[src/rtl/digit_reg_bank_if.sv]
// Request/status bundle for digit_reg_bank: the controller drives requests and
// observes the registered digit contents, change flags and error flag.
interface digit_reg_bank_if #(
    parameter int NUM_DIGITS = 4,
    parameter int DIGIT_W    = 8
);
    localparam int ADDR_W = $clog2(NUM_DIGITS);

    logic                          wr_en;
    logic [ADDR_W-1:0]             wr_addr;
    logic [DIGIT_W-1:0]            wr_data;
    logic                          shift_en;
    logic                          clr;
    logic                          flag_ack;
    logic [NUM_DIGITS*DIGIT_W-1:0] digits_out;
    logic [NUM_DIGITS-1:0]         changed;
    logic                          flag_out;
    logic                          err_out;

    modport master (
        output wr_en, wr_addr, wr_data, shift_en, clr, flag_ack,
        input  digits_out, changed, flag_out, err_out
    );

    modport slave (
        input  wr_en, wr_addr, wr_data, shift_en, clr, flag_ack,
        output digits_out, changed, flag_out, err_out
    );
endinterface

[src/rtl/digit_reg_bank.sv]
// Bank of display digit registers with addressed write, scroll-in shift and clear,
// plus sticky per-digit change flags and a sticky out-of-range address error.
module digit_reg_bank #(
    parameter int                 NUM_DIGITS = 4,
    parameter int                 DIGIT_W    = 8,
    parameter logic [DIGIT_W-1:0] RESET_VAL  = {DIGIT_W{1'b1}}
) (
    input  logic             clk,
    input  logic             reset,
    digit_reg_bank_if.slave  bus
);
    localparam int ADDR_W = $clog2(NUM_DIGITS);

    logic [DIGIT_W-1:0]    digit_q   [NUM_DIGITS];
    logic [DIGIT_W-1:0]    digit_nxt [NUM_DIGITS];
    logic [NUM_DIGITS-1:0] changed_q;
    logic [NUM_DIGITS-1:0] changed_nxt;
    logic                  flag_q;
    logic                  err_q;
    logic                  err_nxt;
    logic                  addr_ok;

    assign addr_ok = int'(bus.wr_addr) < NUM_DIGITS;

    always_comb begin
        // NOTE: every variable gets a default first so no path infers a latch.
        digit_nxt   = digit_q;
        err_nxt     = err_q;
        changed_nxt = '0;

        // clr outranks shift_en, which outranks wr_en; losers are dropped.
        if (bus.clr) begin
            for (int i = 0; i < NUM_DIGITS; i++) digit_nxt[i] = RESET_VAL;
        end else if (bus.shift_en) begin
            digit_nxt[0] = bus.wr_data;
            for (int i = 1; i < NUM_DIGITS; i++) digit_nxt[i] = digit_q[i-1];
        end else if (bus.wr_en) begin
            if (addr_ok) digit_nxt[bus.wr_addr] = bus.wr_data;
            else         err_nxt = 1'b1;
        end

        // A real change in the same cycle as an ack keeps the flag set.
        for (int i = 0; i < NUM_DIGITS; i++)
            changed_nxt[i] = (changed_q[i] & ~bus.flag_ack) | (digit_nxt[i] != digit_q[i]);
    end

    always_ff @(posedge clk or posedge reset) begin
        if (reset) begin
            // NOTE: the digit array is reset because its reset contents are visible on digits_out.
            for (int i = 0; i < NUM_DIGITS; i++) digit_q[i] <= RESET_VAL;
            changed_q <= '1;
            flag_q    <= 1'b1;
            err_q     <= 1'b0;
        end else begin
            // NOTE: non-blocking assignments so all state updates see pre-edge values.
            digit_q   <= digit_nxt;
            changed_q <= changed_nxt;
            flag_q    <= |changed_nxt;
            err_q     <= err_nxt;
        end
    end

    for (genvar g = 0; g < NUM_DIGITS; g++) begin : g_pack
        assign bus.digits_out[g*DIGIT_W +: DIGIT_W] = digit_q[g];
    end

    assign bus.changed  = changed_q;
    assign bus.flag_out = flag_q;
    assign bus.err_out  = err_q;
endmodule

[src/flat_wrapper.sv]
// flat-port wrapper written by rule: the top's interface ports become plain ports
module digit_reg_bank_flat 
#(
    parameter int                 NUM_DIGITS = 4,
    parameter int                 DIGIT_W    = 8,
    parameter logic [DIGIT_W-1:0] RESET_VAL  = {DIGIT_W{1'b1}}
)
  (clk, reset, bus_wr_en, bus_wr_addr, bus_wr_data, bus_shift_en, bus_clr, bus_flag_ack, bus_digits_out, bus_changed, bus_flag_out, bus_err_out);
  digit_reg_bank_if #(.NUM_DIGITS(NUM_DIGITS), .DIGIT_W(DIGIT_W)) bus_i ();
  input  logic clk;
  input  logic reset;
  input wire logic [$bits(bus_i.wr_en)-1:0] bus_wr_en;
  input wire logic [$bits(bus_i.wr_addr)-1:0] bus_wr_addr;
  input wire logic [$bits(bus_i.wr_data)-1:0] bus_wr_data;
  input wire logic [$bits(bus_i.shift_en)-1:0] bus_shift_en;
  input wire logic [$bits(bus_i.clr)-1:0] bus_clr;
  input wire logic [$bits(bus_i.flag_ack)-1:0] bus_flag_ack;
  output wire logic [$bits(bus_i.digits_out)-1:0] bus_digits_out;
  output wire logic [$bits(bus_i.changed)-1:0] bus_changed;
  output wire logic [$bits(bus_i.flag_out)-1:0] bus_flag_out;
  output wire logic [$bits(bus_i.err_out)-1:0] bus_err_out;
  assign bus_i.wr_en = bus_wr_en;
  assign bus_i.wr_addr = bus_wr_addr;
  assign bus_i.wr_data = bus_wr_data;
  assign bus_i.shift_en = bus_shift_en;
  assign bus_i.clr = bus_clr;
  assign bus_i.flag_ack = bus_flag_ack;
  assign bus_digits_out = bus_i.digits_out;
  assign bus_changed = bus_i.changed;
  assign bus_flag_out = bus_i.flag_out;
  assign bus_err_out = bus_i.err_out;
  digit_reg_bank #(.NUM_DIGITS(NUM_DIGITS), .DIGIT_W(DIGIT_W), .RESET_VAL(RESET_VAL)) u_core (.clk(clk), .reset(reset), .bus(bus_i));
endmodule
[config.mk]
export PLATFORM = sky130hd
export DESIGN_NAME = digit_reg_bank_flat
export DESIGN_NICKNAME = d
export VERILOG_FILES = /design/src/rtl/digit_reg_bank_if.sv /design/src/rtl/digit_reg_bank.sv /design/src/flat_wrapper.sv
export SDC_FILE = /design/constraint.sdc
export NUM_CORES = 1
export LEC_CHECK = 0
export CAP_MARGIN = 20
export CORE_MARGIN = 5
export CORE_UTILIZATION = 57
export CTS_CLUSTER_SIZE = 24
export DETAILED_ROUTE_END_ITERATION = 10
export PLACE_DENSITY = 0.86
export SLEW_MARGIN = 30
export SYNTH_ARGS = -nofsm -noshare
export SYNTH_HDL_FRONTEND = slang
export SYNTH_SLANG_ARGS = --single-unit
export TNS_END_PERCENT = 100
[constraint.sdc]
create_clock -name clk -period 4.86 [get_ports clk]
set_input_delay 0.972 -clock clk [delete_from_list [all_inputs] [get_ports clk]]
set_output_delay 0.972 -clock clk [all_outputs]
set_load 0.01 [all_outputs]
==> results.py, run 1 <==
metrics = {
    "status": {
        "status": "complete, no violations",
    },
    "floorplan": {
        "die_ar_mm2": 0.006577,
        "top_level_ports": 54,
        "floorplan.die.height_um": 81.10,
        "floorplan.rows": 25,
        "floorplan.die.width_um": 81.10,
        "start_util_pct": 59.82,
        "floorplan.core_area_mm2": 0.004817,
    },
    "finish": {
        "area_growth_syn_to_layout_pct": 20.67,
        "drive_above_1_share_pct": 14.51,
        "num-nets-final": 402,
        "layout.cells.most_common": "sky130_fd_sc_hd__clkdlybuf4s50_1",
        "antennaDiodeCount": 0,
        "leading_cell_types_in_the_layout_fill_and_taps_excluded": "52 x sky130_fd_sc_hd__clkdlybuf4s50_1, 37 x sky130_fd_sc_hd__dfstp_2, 32 x sky130_fd_sc_hd__nor2_1",
        "final-instance-count-excl-fill": 453,
    },
    "clock_tree": {
        "numCtsBuffers": 5,
        "cts_num_sinks": 37,
        "cts_repair_resize_count": 0,
        "cts-hold-fix-buffers": 0,
        "cts.repair_timing.setup_buffer_count": 0,
        "clock_tree.htree_level_count": 2,
        "clockBufferDepth": 2,
        "tritoncts": "yes",
        "worst_setup_hold_path_clk_slew_ns": 0.07,
        "clock_latency_ns": 0.29,
        "cts.root.buffer_cell": "sky130_fd_sc_hd__clkbuf_8",
    },
    "place": {
        "hpwlAfterDp_um": 6103,
        "gp_routability_congestion": 0.9461,
        "numPortBuffers": 52,
        "inst_count_dp": 446,
    },
    "logic_synthesis": {
        "synth_top_cells_by_area": "sky130_fd_sc_hd__dfstp_2 34%, sky130_fd_sc_hd__mux2i_1 6.9%, sky130_fd_sc_hd__nand2b_1 6.3%, sky130_fd_sc_hd__a21oi_1 4.9%, sky130_fd_sc_hd__nor2_1 4.3%",
        "netlist-cell-type-count": 57,
        "synth.largest_area_cell": "sky130_fd_sc_hd__dfstp_2",
        "number_of_enable_flip_flop_cells_after_synthesis": 0,
        "yosys.area.top_type_share_pct": 33.74,
        "postSynth.topFlopCell": "sky130_fd_sc_hd__dfstp_2",
        "synth_area_mm2": 0.002882,
        "synthesis.nets": 366,
        "ys.warnings.count": 0,
        "post_synth.cell_area_avg_um2": 8.233,
        "async_set_or_reset_flop_fraction_in_the_synthesized_netlist_pct": 100.0,
        "synth-seq-area-share_pct": 33.74,
        "syn_inst": 350,
        "postSynthRegisterBits": 37,
    },
    "route": {
        "top_layer": "met4",
        "drt-met1-wl_um": 3539,
        "route.detailed.drc": 0,
        "drt-vias-per-instance": 6.651,
        "drt_first_pass_iters": 5,
        "drt_iter0_drc": 496,
        "detailroute.via_count": 3013,
        "met2RoutedLength_um": 4187,
        "postRouteAntennaNets": 0,
        "routed_wirelength_um": 8807,
        "wl_per_cell_um": 19.44,
        "detailroute.wirelength.met3_um": 835,
    },
    "worst_setup_path": {
        "critical_path.n_buffers_inverters": 3,
        "worstSetupStartpointType": "input pin",
        "crit_arrival_ns": 3.64,
        "path_class": "input pin to flip-flop",
        "critical_path.slowest_cell": "sky130_fd_sc_hd__inv_1",
        "critPathTopFamily": "buffers and inverters",
        "cp_max_fo": 27,
        "worst_setup_path_end_kind": "flip-flop",
        "timing.critical_path.cells": "clkdlybuf4s50_1 > buf_4 > inv_1 > o221ai_1 > o32ai_1 > o211ai_1 > a221o_1 > or4_1",
        "worst-endpoint-required_ns": 5.06,
        "worst_path_largest_cell_delay_ns": 0.64,
    },
    "grt": {
        "global_route.usage.total_pct": 27.95,
        "grt_start_max_net_pins": 38,
        "antenna_found_initial": 0,
        "via_count_of_the_first_global_routing_pass": 2866,
        "globalRoute.totalOverflow": 0,
        "grt_pass1_wl_um": 14290,
    },
    "power": {
        "power.static_leakage_nw": 1.488,
        "power.total_mw": 0.8400,
        "power-per-cell-area_mw_per_mm2": 241.6,
        "peakVddDrop_v": 0.0001719,
    },
    "sta": {
        "tns_ns": 0,
        "rsz_0062_raised_after_global_routing": "false",
        "number_of_pins_exceeding_their_max_slew_limit_in_the_final_report": 0,
        "min_clock_period_post_route_ns": 3.434,
        "final-setup-viol-count": 0,
        "period_share_pct": 70.66,
        "relSlewSlack_pct": 44.71,
        "tightestPinTransition_ns": 0.8284,
        "achievable_freq_mhz": 291.2,
        "finClkSkew_ns": 0.006366,
        "hold_viol": 0,
    },
    "run": {
        "max-cap-violations": 0,
    },
    "worst_hold_path": {
        "hold_class": "flip-flop to flip-flop",
    },
}
==> synth_stat cells, types with 2 or more instances <==
master and n:
sky130_fd_sc_hd__nand4b_1 3, sky130_fd_sc_hd__a211o_1 6, sky130_fd_sc_hd__o21ai_0 11, sky130_fd_sc_hd__o221ai_1 8
sky130_fd_sc_hd__nand2_1 21, sky130_fd_sc_hd__a21oi_1 28, sky130_fd_sc_hd__a21o_1 2, sky130_fd_sc_hd__buf_1 2
sky130_fd_sc_hd__a22oi_1 10, sky130_fd_sc_hd__o211ai_1 2, sky130_fd_sc_hd__a211oi_1 5, sky130_fd_sc_hd__a221oi_1 2
sky130_fd_sc_hd__or2_2 4, sky130_fd_sc_hd__dfstp_2 37, sky130_fd_sc_hd__o41ai_1 2, sky130_fd_sc_hd__a2bb2oi_1 2
sky130_fd_sc_hd__or2b_1 8, sky130_fd_sc_hd__nor2_1 33, sky130_fd_sc_hd__nor2b_1 2, sky130_fd_sc_hd__buf_2 11
sky130_fd_sc_hd__a222oi_1 2, sky130_fd_sc_hd__clkinv_1 3, sky130_fd_sc_hd__buf_4 5, sky130_fd_sc_hd__nand2b_1 29
sky130_fd_sc_hd__nor3b_1 3, sky130_fd_sc_hd__a41oi_1 3, sky130_fd_sc_hd__o21bai_1 5, sky130_fd_sc_hd__nand3_1 3
sky130_fd_sc_hd__mux2i_1 20, sky130_fd_sc_hd__inv_1 20, sky130_fd_sc_hd__clkbuf_1 10, sky130_fd_sc_hd__o311ai_1 2
sky130_fd_sc_hd__o22ai_1 16, sky130_fd_sc_hd__o31ai_1 2, sky130_fd_sc_hd__nand4_1 6
==> worst min-delay path, stage by stage (launching register included) <==
cell,delay (ns)
sky130_fd_sc_hd__dfstp_2,0.41
sky130_fd_sc_hd__nand2_1,0.06
sky130_fd_sc_hd__nand2_1,0.05
==> sequential cells by signal, indices dropped and copies added (netlist names) <==
name,flops
u_core.bus.flag_out,1
u_core.bus.changed,4
u_core.bus.digits_out,32
==> final timing paths <==
check | endpoint | from | slack [ns] | cells past startpoint
setup / recovery | u_core.bus.flag_out$_DFF_PP1_ | bus_shift_en | 1.43 | 8
hold / removal | u_core.bus.digits_out[7]$_DFF_PP1_ | u_core.bus.digits_out[7]$_DFF_PP1_ | 0.52 | 2
setup reg to reg | u_core.bus.flag_out$_DFF_PP1_ | u_core.bus.digits_out[19]$_DFF_PP1_ | 2.47 | 6
hold reg to reg | u_core.bus.digits_out[7]$_DFF_PP1_ | u_core.bus.digits_out[7]$_DFF_PP1_ | 0.52 | 2
max in group asynchronous | u_core.bus.digits_out[27]$_DFF_PP1_ | reset | 3.42 | 3
min in group asynchronous | u_core.bus.digits_out[0]$_DFF_PP1_ | reset | 1.40 | 3
==> layer usage <==
metal | vias to the layer above | global-route usage, %
met5 | - | 0
met4 | 0 | 14.53
met3 | 37 | 5.876
met2 | 206 | 43.68
met1 | 1422 | 36.32
li1 | 1348 | -
==> where the power goes <==
part	total (mW)	switching [mW]	internal, mW
Sequential	0.386	0.0397	0.346
Combinational	0.239	0.121	0.118
Clock	0.216	0.103	0.112
==> cells by family after synthesis <==
| family | synth area share [%] |
|---|---|
| mux | 6.947 |
| simple gates | 22.02 |
| compound gates | 29.22 |
| flops | 33.74 |
| buf+inv | 7.946 |
| other cells | 0.1301 |
==> cell type report <==
class                   count  area [um^2]
multi-input cells         261         1683
fillers                   398         1340
well taps                  67        83.83
flip-flops and latches     37        972.2
inverters                  23        86.33
clock buffers               7        86.33
repair buffers             58        565.5
==> stage by stage <==
stage          cell area [um^2]  hold slack [ns]  util, %  worst slack, ns
2_1_floorplan              2882           0.4918        -            2.301
3_3_place_gp               3388           0.4977    70.34            1.235
3_5_place_dp               3391           0.5107    70.39            1.167
4_1_cts                    3477           0.5226    72.18            1.471
5_1_grt                    3477           0.5559    72.18            1.327
6_report                   3477           0.5203    72.18            1.426
No activity file was read; power rests on OpenSTA's default activity.
==> inputs of run 2 (changes only) <==
CORE_UTILIZATION = 53   (was 57)
PLACE_DENSITY = 0.81   (was 0.86)
clock period = 3.5 ns   (was 4.86 ns; I/O delays follow)
==> results.py, run 2 (synthesized netlist as in run 1, its figures left out) <==
metrics = {
    "power": {
        "power-per-cell-area_mw_per_mm2": 341.3,
        "power.static_leakage_nw": 1.526,
        "peakVddDrop_v": 0.0002131,
    },
    "sta": {
        "tns_ns": 0,
        "achievable_freq_mhz": 359.7,
        "hold_viol": 0,
        "tightestPinTransition_ns": 0.7786,
        "final-setup-viol-count": 0,
        "finClkSkew_ns": 0.006405,
        "period_share_pct": 79.43,
        "relSlewSlack_pct": 48.04,
        "fin_worst_hold_slack_ns": 0.5286,
        "rsz_0062_raised_after_global_routing": "false",
        "number_of_pins_exceeding_their_max_slew_limit_in_the_final_report": 0,
        "min_clock_period_post_route_ns": 2.780,
    },
    "worst_setup_path": {
        "crit_path_start": "bus_clr",
        "reg2reg_start": "u_core.bus.digits_out[23]$_DFF_PP1_",
        "endpoint": "u_core.bus.flag_out$_DFF_PP1_",
        "worst-endpoint-required_ns": 3.71,
        "worst_setup_path_end_kind": "flip-flop",
        "worst_path_largest_cell_delay_ns": 0.54,
        "regToRegEndpoint": "u_core.bus.flag_out$_DFF_PP1_",
        "timing.critical_path.cells": "clkdlybuf4s50_1 > buf_12 > nor2_1 > a2111oi_0 > o221a_2 > o221ai_1 > or4_1",
        "r2r_cells": 6,
        "critical_path.slowest_cell": "sky130_fd_sc_hd__or4_1",
        "worstSetupStartpointType": "input pin",
        "crit_arrival_ns": 2.99,
        "path_class": "input pin to flip-flop",
        "cp_max_fo": 60,
        "ff2ff_setup_slack_ns": 1.17,
    },
    "clock_tree": {
        "cts_num_sinks": 37,
        "cts.root.buffer_cell": "sky130_fd_sc_hd__clkbuf_8",
        "numCtsBuffers": 5,
        "tritoncts": "yes",
        "cts_repair_resize_count": 0,
        "worst_setup_hold_path_clk_slew_ns": 0.08,
        "clockBufferDepth": 2,
        "clock_latency_ns": 0.29,
        "cts-hold-fix-buffers": 0,
        "clock_tree.htree_level_count": 2,
        "cts.repair_timing.setup_buffer_count": 0,
    },
    "worst_hold_path": {
        "hold_class": "flip-flop to flip-flop",
    },
    "grt": {
        "grt_pass1_wl_um": 14880,
        "antenna_found_initial": 0,
        "via_count_of_the_first_global_routing_pass": 2821,
        "global_route.usage.total_pct": 25.80,
        "grt_start_max_net_pins": 61,
        "globalRoute.totalOverflow": 0,
    },
    "floorplan": {
        "floorplan.rows": 26,
        "floorplan.die.height_um": 83.74,
        "floorplan.die.width_um": 83.74,
        "start_util_pct": 55.36,
        "top_level_ports": 54,
        "floorplan.core_area_mm2": 0.005205,
        "die_ar_mm2": 0.007012,
    },
    "finish": {
        "antennaDiodeCount": 0,
        "final-instance-count-excl-fill": 462,
        "layout.cells.most_common": "sky130_fd_sc_hd__clkdlybuf4s50_1",
        "leading_cell_types_in_the_layout_fill_and_taps_excluded": "52 x sky130_fd_sc_hd__clkdlybuf4s50_1, 37 x sky130_fd_sc_hd__dfstp_2, 33 x sky130_fd_sc_hd__nor2_1",
        "layout.filler_cells": 427,
        "final_core_util_pct": 68.08,
        "num-nets-final": 407,
        "drive_above_1_share_pct": 15.82,
        "area_growth_syn_to_layout_pct": 22.97,
        "largest_reg_flops": 32,
    },
    "route": {
        "postRouteAntennaNets": 0,
        "route.detailed.drc": 0,
        "drt_first_pass_iters": 6,
        "detailroute.via_count": 3056,
        "routed_wirelength_um": 9280,
        "drt-vias-per-instance": 6.615,
        "wl_per_cell_um": 20.09,
        "drt_iter0_drc": 427,
    },
    "place": {
        "inst_count_dp": 454,
        "gp_routability_congestion": 0.9768,
        "numPortBuffers": 52,
        "hpwlAfterDp_um": 6252,
    },
    "run": {
        "max-cap-violations": 0,
    },
    "status": {
        "status": "complete, no violations",
    },
}
-- run 2: cell types whose count changed in the layout (fill, tap and decap cells not counted), sizes merged --
cell,before,now
buf,6,11
clkinv,3,4
-- run 2: layout make-up --
cell class | instances | area (um^2) | area share (%)
clock buffers | 7 | 96.34 | 2.719
flip-flops and latches | 37 | 972.2 | 27.44
repair buffers | 63 | 615.6 | 17.37
inverters | 23 | 86.33 | 2.436
well taps | 70 | 87.58 | 2.472
multi-input cells | 261 | 1680 | 47.42
clock inverters | 1 | 5.005 | 0.1412
-- run 2: how the worst min path moves through the flow --
| stage | endpoint | depth (start not counted) | slack (ns) | start |
|---|---|---|---|---|
| 2_1_floorplan | u_core.bus.digits_out[7]$_DFF_PP1_ | 2 | 0.49 | u_core.bus.digits_out[7]$_DFF_PP1_ |
| 3_3_place_gp | u_core.bus.digits_out[7]$_DFF_PP1_ | 2 | 0.50 | u_core.bus.digits_out[7]$_DFF_PP1_ |
| 3_5_place_dp | u_core.bus.digits_out[7]$_DFF_PP1_ | 2 | 0.52 | u_core.bus.digits_out[7]$_DFF_PP1_ |
| 4_1_cts | u_core.bus.digits_out[7]$_DFF_PP1_ | 2 | 0.53 | u_core.bus.digits_out[7]$_DFF_PP1_ |
| 5_1_grt | u_core.bus.digits_out[7]$_DFF_PP1_ | 2 | 0.56 | u_core.bus.digits_out[7]$_DFF_PP1_ |
| 6_report | u_core.bus.digits_out[7]$_DFF_PP1_ | 2 | 0.53 | u_core.bus.digits_out[7]$_DFF_PP1_ |
-- run 2: stage by stage --
stage	worst slack, ns	area [um^2]	power (mW)
6_report	0.7201	3543	1.209
5_1_grt	0.5636	3543	1.264
4_1_cts	0.7468	3543	1.210
3_5_place_dp	0.4563	3442	0.8716
3_3_place_gp	0.4871	3442	0.8653
2_1_floorplan	1.213	2882	0.7299
-- run 2: routing by layer --
metal  vias to the layer above  GRT usage (%)  wire length, um
li1                       1362              -                -
met1                      1438          34.50             3741
met2                       216          40.78             4303
met3                        40          4.442              896
met4                         0          11.40              338
met5                         -              0                0
-- run 2: worst max-delay path, delay by kind of cell --
kind / cells / cell delay [ns]
compound gates: 3 / 0.84
buf+inv: 2 / 0.76
simple gates: 2 / 0.65
-- run 2: power by group --
| part | internal [mW] | switching [mW] | leakage (nW) |
|---|---|---|---|
| logic | 0.168 | 0.170 | 1.08 |
| clock network | 0.178 | 0.157 | 0.0542 |
| registers | 0.480 | 0.0561 | 0.390 |
==> inputs of run 3 (changes only) <==
CORE_UTILIZATION = 48   (was 53)
PLACE_DENSITY = 0.77   (was 0.81)
clock period = 2.29 ns   (was 3.5 ns; I/O delays follow)
==> results.py, run 3 (synthesized netlist as in run 1, its figures left out) <==
metrics = {
    "finish": {
        "drive_above_1_share_pct": 30.77,
        "area_growth_syn_to_layout_pct": 41.47,
        "final_core_util_pct": 69.26,
        "antennaDiodeCount": 0,
        "layout.filler_cells": 486,
        "layout.cells.most_common": "sky130_fd_sc_hd__buf_4",
        "num-nets-final": 470,
        "final-instance-count-excl-fill": 530,
        "largest_reg_flops": 32,
        "leading_cell_types_in_the_layout_fill_and_taps_excluded": "69 x sky130_fd_sc_hd__buf_4, 46 x sky130_fd_sc_hd__clkdlybuf4s50_1, 37 x sky130_fd_sc_hd__dfstp_2",
        "post-route-cell-area_mm2": 0.004076,
    },
    "power": {
        "peakVddDrop_v": 0.0003257,
        "power-per-cell-area_mw_per_mm2": 470.8,
        "power.static_leakage_nw": 1.855,
    },
    "sta": {
        "hold_viol": 0,
        "min_clock_period_post_route_ns": 2.236,
        "tns_ns": 0,
        "period_share_pct": 97.63,
        "number_of_pins_exceeding_their_max_slew_limit_in_the_final_report": 0,
        "fin_worst_hold_slack_ns": 0.5139,
        "finClkSkew_ns": 0.005719,
        "achievable_freq_mhz": 447.3,
        "final-setup-viol-count": 0,
    },
    "worst_hold_path": {
        "min_delay_path_depth": 2,
        "hold_class": "flip-flop to flip-flop",
    },
    "status": {
        "status": "complete, no violations",
    },
    "floorplan": {
        "floorplan.die.height_um": 87.48,
        "top_level_ports": 54,
        "die_ar_mm2": 0.007653,
        "floorplan.rows": 28,
        "floorplan.die.width_um": 87.48,
        "floorplan.core_area_mm2": 0.005886,
        "start_util_pct": 48.96,
    },
    "worst_setup_path": {
        "worst-endpoint-required_ns": 2.50,
        "path_class": "input pin to flip-flop",
        "r2r_cells": 6,
        "worstSetupStartpointType": "input pin",
        "worst_setup_path_end_kind": "flip-flop",
        "cp_max_fo": 7,
        "crit_arrival_ns": 2.45,
    },
    "route": {
        "detailroute.via_count": 3341,
        "drt-vias-per-instance": 6.304,
        "route.detailed.drc": 0,
        "routed_wirelength_um": 10420,
        "drt_iter0_drc": 400,
        "postRouteAntennaNets": 0,
        "drt_first_pass_iters": 6,
        "wl_per_cell_um": 19.66,
    },
    "clock_tree": {
        "cts_num_sinks": 37,
        "worst_setup_hold_path_clk_slew_ns": 0.08,
        "tritoncts": "yes",
        "numCtsBuffers": 5,
        "clock_tree.htree_level_count": 2,
        "cts.root.buffer_cell": "sky130_fd_sc_hd__clkbuf_8",
        "clockBufferDepth": 2,
        "cts-hold-fix-buffers": 0,
        "clock_latency_ns": 0.29,
    },
    "place": {
        "numPortBuffers": 52,
        "inst_count_dp": 518,
        "hpwlAfterDp_um": 7505,
        "gp_routability_congestion": 1.027,
        "placedInstanceArea_mm2": 0.003891,
    },
    "grt": {
        "globalRoute.totalOverflow": 0,
        "grt_start_max_net_pins": 38,
        "via_count_of_the_first_global_routing_pass": 3254,
        "global_route.usage.total_pct": 27.81,
        "antenna_found_initial": 0,
        "grt_pass1_wl_um": 16700,
    },
    "run": {
        "max-cap-violations": 0,
    },
}
run 3: changes by cell type in the layout (fill, tap and decap cells not counted), sizes merged:
cell	delta
buf	+63
clkbuf	-1
dlymetal6s2s	+3
inv	+1
dlygate4sd2	+3
clkdlybuf4s50	-6
run 3: worst max-delay path, cell delays in order:
cell and delay (ns):
sky130_fd_sc_hd__clkdlybuf4s50_1 0.53, sky130_fd_sc_hd__inv_2 0.11, sky130_fd_sc_hd__a22oi_1 0.18, sky130_fd_sc_hd__a21oi_1 0.10
sky130_fd_sc_hd__o41ai_2 0.34, sky130_fd_sc_hd__nand4b_1 0.20, sky130_fd_sc_hd__or4_1 0.53
run 3: where the power goes:
part | internal (mW) | switching [mW]
combinational | 0.343 | 0.327
clock | 0.211 | 0.244
sequential | 0.732 | 0.0613
total | 1.29 | 0.633
run 3: stage by stage:
step                power (mW)  setup WS [ns]
global placement         1.416        -0.3675
global route             2.023       -0.02717
CTS                      1.880       0.003590
detailed placement       1.420        -0.4018
finish                   1.919        0.05419
floorplan                1.115         0.1447
run 3: metal layers:
layer  wire, um  global-route usage, %  share of wire [%]  vias up
met1       4378                  37.17                 42     1623
met3        819                  3.500                7.9       28
met2       4968                  46.51                 48      202
met4        253                  8.926                2.4        0
li1           -                      -                  -     1488
met5          0                      0                  0        -
run 3: layout make-up:
type	count	area (um^2)	share of cell area (%)
clock inverter	2	10.01	0.2455
clock buffer	6	72.57	1.780
multi-input combinational	261	1740	42.69
inverter	23	86.33	2.118
tap	75	93.84	2.302
sequential	37	972.2	23.85
timing repair buffer	126	1101	27.01
run 3: what timing repair did:
item	4_1_cts	5_1_grt
endpoints found under the setup margin	1	1
gates resized for setup	7	20
buffers inserted	0	4
pin swaps	1	5
run 3: worst paths after layout:
| kind | start | slack (ns) | endpoint |
|---|---|---|---|
| max reg2reg | u_core.bus.digits_out[22]$_DFF_PP1_ | 0.07 | u_core.bus.flag_out$_DFF_PP1_ |
| min reg2reg | u_core.bus.digits_out[7]$_DFF_PP1_ | 0.51 | u_core.bus.digits_out[7]$_DFF_PP1_ |
| min in group asynchronous | reset | 0.90 | u_core.bus.digits_out[13]$_DFF_PP1_ |
| min | u_core.bus.digits_out[7]$_DFF_PP1_ | 0.51 | u_core.bus.digits_out[7]$_DFF_PP1_ |
| max | bus_wr_data[3] | 0.05 | u_core.bus.flag_out$_DFF_PP1_ |
| max in group asynchronous | reset | 1.36 | u_core.bus.digits_out[25]$_DFF_PP1_ |
